--- config.mk ---
export PLATFORM = sky130hd
export DESIGN_NAME = lsu_mem_stage
export DESIGN_NICKNAME = d
export VERILOG_FILES = /design/src/rtl/lsu_mem_stage.sv
export SDC_FILE = /design/constraint.sdc
export NUM_CORES = 1
export LEC_CHECK = 0
export BUFFER_PORTS_ARGS = -buffer_cell sky130_fd_sc_hd__buf_4
export CAP_MARGIN = 5
export CORE_MARGIN = 2
export CORE_UTILIZATION = 35
export DETAILED_ROUTE_END_ITERATION = 7
export GPL_ROUTABILITY_DRIVEN = 0
export HOLD_SLACK_MARGIN = 0.12
export SETUP_SLACK_MARGIN = 0.15
export SYNTH_ARGS = -nofsm -noshare
export SYNTH_HDL_FRONTEND = slang
export SYNTH_SLANG_ARGS = --single-unit
--- constraint.sdc ---
create_clock -name clk -period 3.24 [get_ports clk]
set_clock_uncertainty 0.2 [all_clocks]
set_input_delay 0.324 -clock clk [delete_from_list [all_inputs] [get_ports clk]]
set_output_delay 0.324 -clock clk [all_outputs]
set_load 0.05 [all_outputs]
--- src/rtl/lsu_mem_stage.sv ---
// lsu_mem_stage: load/store unit between the execute ALU and a single-port data memory (req/ack).
// Defining MISALIGN_TRAP_EN makes misaligned half/word accesses trap instead of masking the low address bits.
module lsu_mem_stage #(
  parameter int TIMEOUT = 16,
  parameter int CNT_W   = 5
) (
  input  logic        clk,
  input  logic        rst,
  input  logic        start,
  input  logic        is_store,
  input  logic [2:0]  funct3,
  input  logic [31:0] addr,
  input  logic [31:0] wdata,
  output logic        busy,
  output logic        done,
  output logic [31:0] rdata,
  output logic        err,
  output logic        misalign,
  output logic        mem_req,
  output logic        mem_we,
  output logic [31:0] mem_addr,
  output logic [3:0]  mem_be,
  output logic [31:0] mem_wdata,
  input  logic        mem_ack,
  input  logic [31:0] mem_rdata
);

  localparam logic [1:0] S_IDLE = 2'd0;
  localparam logic [1:0] S_REQ  = 2'd1;
  localparam logic [1:0] S_DONE = 2'd2;
  localparam logic [CNT_W-1:0] TIMEOUT_C = CNT_W'(TIMEOUT);

  logic [1:0]       state;
  logic [CNT_W-1:0] cnt;
  logic             is_store_q;
  logic [2:0]       funct3_q;
  logic [1:0]       addr_lo;
  logic             req_ok;
  logic             trap;
  logic [3:0]       be_nxt;
  logic [31:0]      wdata_nxt;
  logic [7:0]       ld_byte;
  logic [15:0]      ld_half;
  logic [31:0]      ld_data;

  assign busy = (state != S_IDLE);
  assign done = (state == S_DONE);

  // Decode the incoming request: legality, trap, byte lanes and replicated store data.
  always_comb begin
    if (is_store) req_ok = !funct3[2] && (funct3[1:0] != 2'b11);
    else          req_ok = (funct3[1:0] != 2'b11) && (funct3 != 3'b110);
    trap = 1'b0;
`ifdef MISALIGN_TRAP_EN
    trap = req_ok && (((funct3[1:0] == 2'b01) && addr[0]) ||
                      ((funct3[1:0] == 2'b10) && (addr[1:0] != 2'b00)));
`endif
    case (funct3[1:0])
      2'b00: begin
        be_nxt    = 4'b0001 << addr[1:0];
        wdata_nxt = {4{wdata[7:0]}};
      end
      2'b01: begin
        be_nxt    = 4'b0011 << {addr[1], 1'b0};
        wdata_nxt = {2{wdata[15:0]}};
      end
      default: begin
        be_nxt    = 4'b1111;
        wdata_nxt = wdata;
      end
    endcase
  end

  always_comb begin
    case (addr_lo)
      2'd0:    ld_byte = mem_rdata[7:0];
      2'd1:    ld_byte = mem_rdata[15:8];
      2'd2:    ld_byte = mem_rdata[23:16];
      default: ld_byte = mem_rdata[31:24];
    endcase
    ld_half = addr_lo[1] ? mem_rdata[31:16] : mem_rdata[15:0];
    case (funct3_q)
      3'b000:  ld_data = {{24{ld_byte[7]}}, ld_byte};
      3'b100:  ld_data = {24'd0, ld_byte};
      3'b001:  ld_data = {{16{ld_half[15]}}, ld_half};
      3'b101:  ld_data = {16'd0, ld_half};
      default: ld_data = mem_rdata;
    endcase
  end

`ifndef MISALIGN_TRAP_EN
  assign misalign = 1'b0;
`endif

  // Illegal or trapped requests skip REQ entirely so the memory never sees them.
  always_ff @(posedge clk or posedge rst) begin
    if (rst) begin
      state      <= S_IDLE;
      cnt        <= '0;
      is_store_q <= 1'b0;
      funct3_q   <= 3'b000;
      addr_lo    <= 2'b00;
      rdata      <= '0;
      err        <= 1'b0;
`ifdef MISALIGN_TRAP_EN
      misalign   <= 1'b0;
`endif
      mem_req    <= 1'b0;
      mem_we     <= 1'b0;
      mem_addr   <= '0;
      mem_be     <= '0;
      mem_wdata  <= '0;
    end else begin
      case (state)
        S_IDLE: begin
          if (start) begin
            is_store_q <= is_store;
            funct3_q   <= funct3;
            addr_lo    <= addr[1:0];
            mem_addr   <= {addr[31:2], 2'b00};
            mem_be     <= be_nxt;
            mem_wdata  <= wdata_nxt;
            mem_we     <= is_store && req_ok && !trap;
            rdata      <= '0;
            err        <= !req_ok;
`ifdef MISALIGN_TRAP_EN
            misalign   <= trap;
`endif
            if (req_ok && !trap) begin
              mem_req <= 1'b1;
              state   <= S_REQ;
            end else begin
              state   <= S_DONE;
            end
          end
        end
        S_REQ: begin
          if (mem_ack) begin
            mem_req <= 1'b0;
            if (!is_store_q) rdata <= ld_data;
            state   <= S_DONE;
          end else if ((TIMEOUT != 0) && (cnt + 1'b1 == TIMEOUT_C)) begin
            err     <= 1'b1;
            mem_req <= 1'b0;
            state   <= S_DONE;
          end else begin
            cnt <= cnt + 1'b1;
          end
        end
        S_DONE: begin
          cnt   <= '0;
          state <= S_IDLE;
        end
        default: state <= S_IDLE;
      endcase
    end
  end

endmodule

==> results of run 1 <==
==> cell usage after synthesis, types with 2 or more instances <==
master / instances
o21ai_0: 54
dfrtp_1: 114
mux2i_1: 32
nor2_2: 2
nor2b_1: 8
buf_2: 19
or2_2: 2
nor2_1: 15
nor3_1: 9
a21oi_1: 22
a31oi_1: 5
or3_1: 8
buf_4: 5
mux2_2: 2
inv_1: 9
clkbuf_1: 10
and2_1: 2
nand2b_1: 8
nand2_1: 195
a22oi_1: 17
o21ai_1: 10
o21a_1: 2
==> per-stage QoR <==
stage	hold WS, ps	worst slack, ps	cell area [um2]	util (%)
final	171	863	8520	58.4
after global routing	177	695	8520	58.4
after CTS	135	886	8520	58.4
after detailed placement	267	906	6920	47.5
after global placement	259	997	6920	47.5
after floorplan	229	1330	5270	-
==> routing by layer <==
metal  track usage (%)  share of wire (%)  vias up
li1                  -                  -     2520
met1              26.7                 42     2508
met2              34.4                 47      224
met3              6.50                8.1       29
met4              9.05                2.4        0
met5                 0                  0        -
==> critical path, cell delays in order (launching register included) <==
cell and delay (ps):
dfrtp_1 730, mux2_2 430, o2111ai_2 720, nand2_1 130
==> kinds of logic after synthesis <==
logic type / after synthesis / share of synthesized area [%]
AO/OA/AOI/OAI: 121 / 13.3
multiplexers: 35 / 6.95
AND/OR/NAND/NOR: 256 / 20.9
adder cells (fa/ha/maj): 1 / 0.238
buffers and inverters: 46 / 4.26
other: 1 / 0.0713
flip-flops: 114 / 54.2
==> power breakdown <==
part	switching (W)	total, W	internal (W)
combinational	0.00290	0.00419	0.00129
clock	0.000713	0.00185	0.00113
sequential	0.000452	0.00244	0.00199
total	0.00407	0.00848	0.00441
==> flip-flops by register name, summed over array words and instances (netlist names) <==
register,cells
funct3_q,3
mem_addr,30
mem_req,1
mem_be,4
mem_we,1
mem_wdata,32
addr_lo,2
state,2
err,1
is_store_q,1
rdata,32
cnt,5
==> cell type report <==
type	count	area share (%)
sequential	114	33.5
timing repair buffer	313	30.7
multi-input combinational	416	25.8
clock buffer	17	4.99
tap	184	2.70
clock inverter	15	1.88
inverter	9	0.441
==> path summary, 6_finish.rpt <==
check,endpoint,slack [ps],start
worst max-delay path,rdata[21],860,addr_lo[1]
worst min-delay path,rdata[7],170,mem_rdata[7]
worst max register to register,rdata[21],860,addr_lo[1]
worst min register to register,mem_wdata[8],280,mem_wdata[8]
max in group asynchronous,cnt[3],1730,rst
min in group asynchronous,rdata[29],480,rst
==> key figures, run 1 <==
STA
  • Final setup fails: 0
  • Max_slew headroom: between 40% and 50%
  • Final worst-path cycle share: 73.4%
  • Final hold vios: 0
  • RSZ-0062 raised after global routing: no
  • Final Max Tran Viols: 0
  • Fmax: 421 MHz
  • Setup TNS: 0 ps
  • Worst slew pin tran: 857 ps
  • Fin crit period: approximately 2400 ps

Status
  • Status: finished clean

Layout
  • Multi-input gate area: 2200 um2
  • Non-Filler Instances: roughly 1100
  • Final Net Count: 976
  • # diodes: 0
  • Number of fill cells in the layout: about 1200
  • Area grow syn2layout: 62.0%
  • Most frequent cells in the layout: buf_4 (211), nand2_1 (195), dfrtp_1 (114)
  • Reg area: between 2000 and 3000 um2
  • Share of layout cells above drive strength 1: 29.1%
  • Commonest non-fill, non-tap cell in the layout: buf_4

Clocking
  • CTS buffer count: 17
  • Clk_lat worst skew: between 400 and 500 ps
  • Root Driver: clkbuf_16
  • Post-cts sizing count: 0
  • Clock Pin Slew Worst Setup and Hold Paths: 50 ps
  • Setup Buffers After CTS: 0
  • H-tree levels: 4
  • CTS tree: done
  • Sink Count: 114
  • Clk buf depth: 2
  • Hold buffers post-CTS: 101

Logic synthesis
  • Post-synth top area share: 54.2%
  • Ranking of synthesized cells by area: dfrtp_1 (54%), nand2_1 (14%), mux2i_1 (6.1%), o21ai_0 (5.1%), a22oi_1 (2.4%)
  • Syn Inst Count: approximately 570
  • #FFs+latches synth: 114
  • Distinct cell type count after synthesis: 46
  • Post-Syn Area per Cell: 9.16 um2
  • Yosys top cell by area: dfrtp_1
  • Post-synthesis sequential area ratio: between 50% and 60%
  • Async SR Flop Fraction: between 90% and 100%
  • Ys flop type: dfrtp_1
  • Synth warn: 0
  • Post-synthesis cell area: 5260 um2
  • Number of synthesized flops with an enable pin: 0

Global routing
  • Residual overflow from global routing: 0
  • Largest net degree at the start of global routing: 66
  • First-pass GRT wire length: roughly 27000 um
  • Vias in the first global route: 5486
  • GRT Overall Usage: between 20% and 30%
  • Initial antenna violation count: 0

Pwr
  • Pwr/cell area: 995 nW/um2
  • Final Power: approximately 0.0085 W
  • LEAKAGE: 4.28 nW
  • Peak supply drop: 0.595 mV

Placement
  • # port buffers: between 200 and 250
  • Placed Cells: 935
  • DP HPWL: 11100 um

Die
  • Die area: 16000 um2
  • Row count: between 40 and 50
  • I/O pin total: 210
  • Die X: 127 um
  • Starting density of the core: 36.1%
  • Die Span Y: between 100 and 150 um
  • Core Region: 14600 um2

Critical path
  • R2R cell count: 3
  • Crit end category: flip-flop
  • Worst Path Max Fanout: 16
  • Worst EP arrival: 2420 ps
  • Critical path type: reg -> reg
  • Worst path required time: about 3300 ps
  • Nature of the critical path startpoint: flip-flop

Detailed routing
  • 1st-pass router iterations: 4
  • Vias: 5281
  • DRT Wirelength: around 17000 um
  • Post-route ant nets: 0
  • Initial DRC count: 301
  • DR vias/cell: 4.94
  • Routed WL per cell: around 16 um
  • Post-route DRC: 0

Run
  • Max Cap Viol: 0

Worst hold path
  • Hold path cells: 4
  • HP Class: in -> reg
Power figures use the tool's default switching activity.
==> run 2, diff against run 1 <==
--- a/config.mk
+++ b/config.mk
@@ -5,6 +5,7 @@
 export SDC_FILE = /design/constraint.sdc
 export NUM_CORES = 1
 export LEC_CHECK = 0
+export ABC_AREA = 1
 export BUFFER_PORTS_ARGS = -buffer_cell sky130_fd_sc_hd__buf_4
 export CAP_MARGIN = 5
 export CORE_MARGIN = 2
==> constraint.sdc (replaced) <==
create_clock -name clk -period 2.3 [get_ports clk]
set_clock_uncertainty 0.2 [all_clocks]
set_input_delay 0.23 -clock clk [delete_from_list [all_inputs] [get_ports clk]]
set_output_delay 0.23 -clock clk [all_outputs]
set_load 0.05 [all_outputs]
==> run 2 against run 1 <==
  * Synthesized cell count rose by 19%
  * Wire length rose by 9.3%
  * Clock power rose by 30%
  * Worst hold slack got worse by 26 ps
  * Sequential cell count did not move
  * Critical path depth rose by 3
  * Via count rose by 11%
  * Power rose by 55%
  * Combinational power rose by 72%
  * Critical path type is now in -> reg
==> key figures, run 2 <==
Logic synthesis
  • #FFs+latches synth: 114
  • Syn Inst Count: 685
  • Post-Syn Area per Cell: 7.82 um2
  • Synth warn: 0
  • Async SR Flop Fraction: 100%
  • Yosys top cell by area: dfrtp_1
  • Post-synthesis cell area: approximately 5400 um2
  • Synth top cells by count: nand2_1 (288), dfrtp_1 (114), nor2_1 (61)
  • Post-synthesis sequential area ratio: 53.3%
  • Ranking of synthesized cells by area: dfrtp_1 (53%), nand2_1 (20%), nor2_1 (4.3%), a21oi_1 (4.2%), o21ai_0 (2.7%)
  • Distinct cell type count after synthesis: 31
  • Post-synth top area share: 53.3%
  • Number of synthesized flops with an enable pin: 0
  • Top-count cell post-synth: nand2_1
  • Ys flop type: dfrtp_1

Placement
  • Placed Cells: ~1100
  • DP HPWL: about 12000 um
  • # port buffers: 206

Layout
  • Regs by FF count: mem_wdata x32, rdata x32, mem_addr x30
  • Non-Filler Instances: about 1200
  • Final Net Count: 1117
  • Share of layout cells above drive strength 1: 25.7%
  • Area grow syn2layout: 65.7%
  • Most frequent cells in the layout: nand2_1 (288), buf_4 (214), dlygate4sd3_1 (123)
  • Commonest non-fill, non-tap cell in the layout: nand2_1
  • Number of fill cells in the layout: 1330

Detailed routing
  • 1st-pass router iterations: 5
  • Initial DRC count: 476
  • Vias: 5836
  • Routed WL per cell: roughly 15 um
  • DR vias/cell: 4.82
  • DRT Wirelength: 18300 um
  • Post-route DRC: 0
  • Post-route ant nets: 0

Critical path
  • Source of the critical timing path: wdata[20]
  • Slowest stage cell, crit path: dlygate4sd3_1
  • Nature of the critical path startpoint: input port
  • Worst path required time: 2390 ps
  • Worst R2R Start: funct3_q[1]
  • WP buf/inv: 4
  • Worst EP arrival: 2130 ps
  • Most frequent CP cell: dlygate4sd3_1
  • Critical path's top delay family: buffers and inverters
  • Largest stage delay, worst path: 560 ps
  • Crit end category: flip-flop
  • Worst Path Max Fanout: 1
  • Ordered cell list for the critical path: dlygate4sd3_1 -> buf_4 -> nand2_1 -> dlygate4sd3_1 -> a21oi_1 -> dlygate4sd3_1
  • Critical path type: in -> reg

Global routing
  • Residual overflow from global routing: 0
  • Largest net degree at the start of global routing: 46
  • First-pass GRT wire length: 29600 um
  • Initial antenna violation count: 1
  • GRT Overall Usage: 23.0%
  • Vias in the first global route: 5877

Die
  • Die Span Y: 128 um
  • I/O pin total: 210
  • Row count: 45
  • Core Region: 15100 um2
  • Starting density of the core: 35.5%
  • Die area: 16300 um2
  • Die X: 128 um

STA
  • Final hold vios: 0
  • RSZ-0062 raised after global routing: no
  • Fmax: ~490 MHz
  • Setup TNS: 0 ps
  • Final Max Tran Viols: 0
  • Final setup fails: 0
  • Max_slew headroom: 64.0%
  • Final worst-path cycle share: between 80% and 90%
  • Worst slew pin tran: 539 ps
  • Fin crit period: between 2000 and 2500 ps
  • Hold WS: 145 ps

Pwr
  • Pwr/cell area: about 1500 nW/um2
  • Peak supply drop: 0.928 mV
  • LEAKAGE: roughly 4.6 nW

Clocking
  • CTS tree: done
  • Clk buf depth: 2
  • Sink Count: 114
  • Clock Pin Slew Worst Setup and Hold Paths: 50 ps
  • Root Driver: clkbuf_16
  • H-tree levels: 4
  • Clk_lat worst skew: 410 ps
  • CTS buffer count: 17

Run
  • Max Cap Viol: 0

Worst hold path
  • Min-Delay Startpoint: funct3[1]
  • HP Class: in -> reg

Status
  • Status: finished clean
==> run 2: timing repair <==
| item | in CTS | in global routing |
|---|---|---|
| hold buffers | 123 | 0 |
| setup endpoints to repair | 0 | 5 |
| setup buffers | 0 | 0 |
| gates resized for setup | 0 | 6 |
| hold endpoints to repair | 228 | 0 |
==> run 2: stage by stage <==
| step | power [W] | area, um2 | setup WS [ps] | utilization (%) |
|---|---|---|---|---|
| floorplan | 0.00830 | 5370 | 457 | - |
| global placement | 0.0104 | 7100 | 580 | 47.0 |
| detailed placement | 0.0105 | 7100 | 547 | 47.0 |
| CTS | 0.0131 | 8860 | 182 | 58.7 |
| global route | 0.0139 | 8870 | 152 | 58.8 |
| finish | 0.0131 | 8870 | 256 | 58.8 |
==> run 2: worst paths after layout <==
path,cells after the start,to,slack (ps)
min,3,mem_be[1],150
max,6,mem_wdata[20],260
max in group asynchronous,4,mem_addr[20],1060
min in group asynchronous,3,mem_wdata[20],240
max reg2reg,6,rdata[7],270
min reg2reg,2,rdata[23],280
==> run 2: area by class of cell <==
cell class	instances	area [um2]	share of cell area [%]
well taps	188	235	2.65
multi-input cells	499	2180	24.6
flip-flops and latches	114	2850	32.2
inverters	39	160	1.81
repair buffers	341	2910	32.8
clock inverters	6	57.6	0.649
diodes	1	2.50	0.0282
clock buffers	24	472	5.32
==> run 2: metal layers <==
| layer | track usage, % | vias to the layer above | part of all wire [%] |
|---|---|---|---|
| li1 | - | 2829 | - |
| met1 | 28.9 | 2730 | 42 |
| met2 | 36.8 | 244 | 48 |
| met3 | 7.51 | 33 | 8.0 |
| met4 | 9.18 | 0 | 2.4 |
| met5 | 0 | - | 0 |
==> run 2: worst reg2reg max path, delay by kind of cell, from the launching register on <==
family	cells	cell delay, ps
buffers and inverters	3	980
AND/OR/NAND/NOR	1	110
flip-flops	1	480
AO/OA/AOI/OAI	2	140
==> run 2: where the power goes <==
| group | switching [W] | internal [W] | leakage (nW) |
|---|---|---|---|
| logic | 0.00507 | 0.00215 | 2.95 |
| clock network | 0.000877 | 0.00152 | 0.260 |
| registers | 0.000626 | 0.00289 | 1.43 |
==> run 2: cell families after synthesis <==
group	count (synthesis)	share of synthesized area (%)
compound gates	100	10.2
xor+xnor	1	0.164
simple gates	394	29.8
flops	114	53.3
other cells	1	0.0700
fa+ha+maj	1	0.234
buf+inv	74	6.21
==> run 3, diff against run 2 <==
==> constraint.sdc (replaced) <==
create_clock -name clk -period 1.8 [get_ports clk]
set_clock_uncertainty 0.2 [all_clocks]
set_input_delay 0.18 -clock clk [delete_from_list [all_inputs] [get_ports clk]]
set_output_delay 0.18 -clock clk [all_outputs]
set_load 0.05 [all_outputs]
==> run 3 against run 2 <==
  * Wire length decreased by 2.4%
  * Worst setup slack got worse by 100 ps
  * Die area unchanged
  * Sequential cell count unchanged
  * Register-to-register slack got worse by 60 ps
  * Cell area increased by 1.9%
  * First-iteration DRC count decreased by 22%
  * Critical endpoint is now busy
  * Largest cell class unchanged
  * Highest routed layer unchanged
==> key figures, run 3 (synthesized netlist as in run 2, its figures left out) <==
Placement
  • Placed Cells: 1063
  • # port buffers: approximately 210
  • Place WS: roughly 60 ps
  • DP HPWL: 11300 um

Die
  • Die area: 16300 um2
  • Row count: 45
  • I/O pin total: 210
  • Die X: around 130 um
  • Die Span Y: 128 um
  • Starting density of the core: 35.5%
  • Core Region: 15100 um2

STA
  • Fmax: 607 MHz
  • RSZ-0062 raised after global routing: yes
  • Final setup fails: 0
  • Max_slew headroom: 66.6%
  • Worst slew pin tran: 500 ps
  • Final worst-path cycle share: 91.5%
  • Fin crit period: 1650 ps
  • PnR worst setup slack: 154 ps
  • Final Max Tran Viols: 0
  • Setup TNS: 0 ps
  • Final hold vios: 0

Global routing
  • Residual overflow from global routing: 0
  • GRT Overall Usage: a little over a fifth
  • First-pass GRT wire length: roughly 28000 um
  • Largest net degree at the start of global routing: 76
  • Vias in the first global route: 5692
  • Initial antenna violation count: 0

Pwr
  • Peak supply drop: 1.11 mV
  • Pwr/cell area: between 1500 and 2000 nW/um2
  • LEAKAGE: 4.72 nW

Detailed routing
  • DRT Wirelength: between 15000 and 20000 um
  • Post-route DRC: 0
  • Routed WL per cell: 14.7 um
  • Vias: 5739
  • Post-route ant nets: 0
  • 1st-pass router iterations: 6
  • Initial DRC count: 372
  • DR vias/cell: approximately 4.7

Clocking
  • CTS tree: done
  • Clk buf depth: 2
  • H-tree levels: 4
  • Clk_lat worst skew: 410 ps
  • Sink Count: between 100 and 150
  • Clock Pin Slew Worst Setup and Hold Paths: 50 ps
  • Root Driver: clkbuf_16
  • CTS buffer count: 17

Critical path
  • Worst Path Max Fanout: 3
  • Nature of the critical path startpoint: flip-flop
  • R2R cell count: 6
  • Worst path required time: 1420 ps
  • Slowest stage cell, crit path: dfrtp_1
  • Largest stage delay, worst path: 410 ps
  • Critical path's top delay family: flip-flops
  • Stages on worst setup path: 3
  • Crit end category: output pin
  • Critical path type: reg -> out
  • WP buf/inv: 2
  • Ordered cell list for the critical path: nor2_2 -> inv_1 -> buf_6
  • Worst EP arrival: 1270 ps

Layout
  • Most frequent cells in the layout: nand2_1 (284), buf_4 (220), dlygate4sd3_1 (119)
  • Regs by FF count: mem_wdata x32, rdata x32, mem_addr x30
  • Commonest non-fill, non-tap cell in the layout: nand2_1
  • Final Net Count: roughly 1100
  • Share of layout cells above drive strength 1: 27.7%
  • # diodes: 0
  • Area grow syn2layout: 68.9%
  • Non-Filler Instances: between 1000 and 1500

Run
  • Max Cap Viol: 0

Worst hold path
  • HP Class: in -> reg
  • Hold path cells: 4

Status
  • Status: finished clean
-- run 3: cell types whose count changed in the layout (fill, tap and decap cells not counted), moves of 3 or more --
cell           previous run  this run
dlygate4sd3_1           123       119
nand3_4                   2         5
buf_12                    3         6
buf_4                   214       220
nand2_1                 288       284
-- run 3: final cells by class --
cell class / count / area [um2]
Clock buffer: 23 / 478
Clock inverter: 6 / 57.6
Timing Repair Buffer: 347 / 3000
Sequential cell: 114 / 2850
Multi-Input combinational cell: 501 / 2260
Fill cell: 1336 / 6040
Inverter: 39 / 163
Tap cell: 188 / 235
-- run 3: stage by stage --
| step | hold WS, ps | util (%) | area, um2 | total power, W |
|---|---|---|---|---|
| 2_1_floorplan | 89.6 | - | 5370 | 0.0106 |
| 3_3_place_gp | 155 | 47.5 | 7170 | 0.0135 |
| 3_5_place_dp | 147 | 47.5 | 7170 | 0.0135 |
| 4_1_cts | 142 | 59.0 | 8910 | 0.0169 |
| 5_1_grt | 177 | 59.9 | 9040 | 0.0181 |
| 6_report | 161 | 59.9 | 9040 | 0.0171 |
-- run 3: power breakdown --
part,internal [W],switching [W]
combinational,0.00293,0.00660
clock,0.00197,0.00113
sequential,0.00370,0.000778
total,0.00860,0.00851
-- run 3: path summary, 6_finish.rpt --
path | from | end | slack (ps)
min in group asynchronous | rst | rdata[10] | 250
worst max register to register | state[0] | mem_wdata[24] | 210
max in group asynchronous | rst | mem_addr[19] | 730
worst max-delay path | state[0] | busy | 150
worst min-delay path | funct3[1] | mem_be[0] | 160
worst min register to register | rdata[25] | rdata[25] | 280
-- run 3: worst register-to-register path, delay by kind of cell (launching register included) --
kind / cells / cell delay (ps)
DFF: 1 / 410
and+or+nand+nor: 3 / 400
buffers and inverters: 2 / 330
AOI/OAI and AO/OA: 1 / 160
-- run 3: timing repair --
action	4_1_cts	5_1_grt
buffers inserted	0	4
hold endpoints to repair	228	0
pin swaps	0	4
hold buffers	119	0
gates cloned	0	3
gates resized for setup	3	17
setup endpoints to repair	29	101
-- run 3: routing by layer --
metal	GRT usage (%)	wire length [um]
met5	0	0
met4	8.53	393
met3	5.97	1180
met2	35.1	8540
met1	27.3	7790
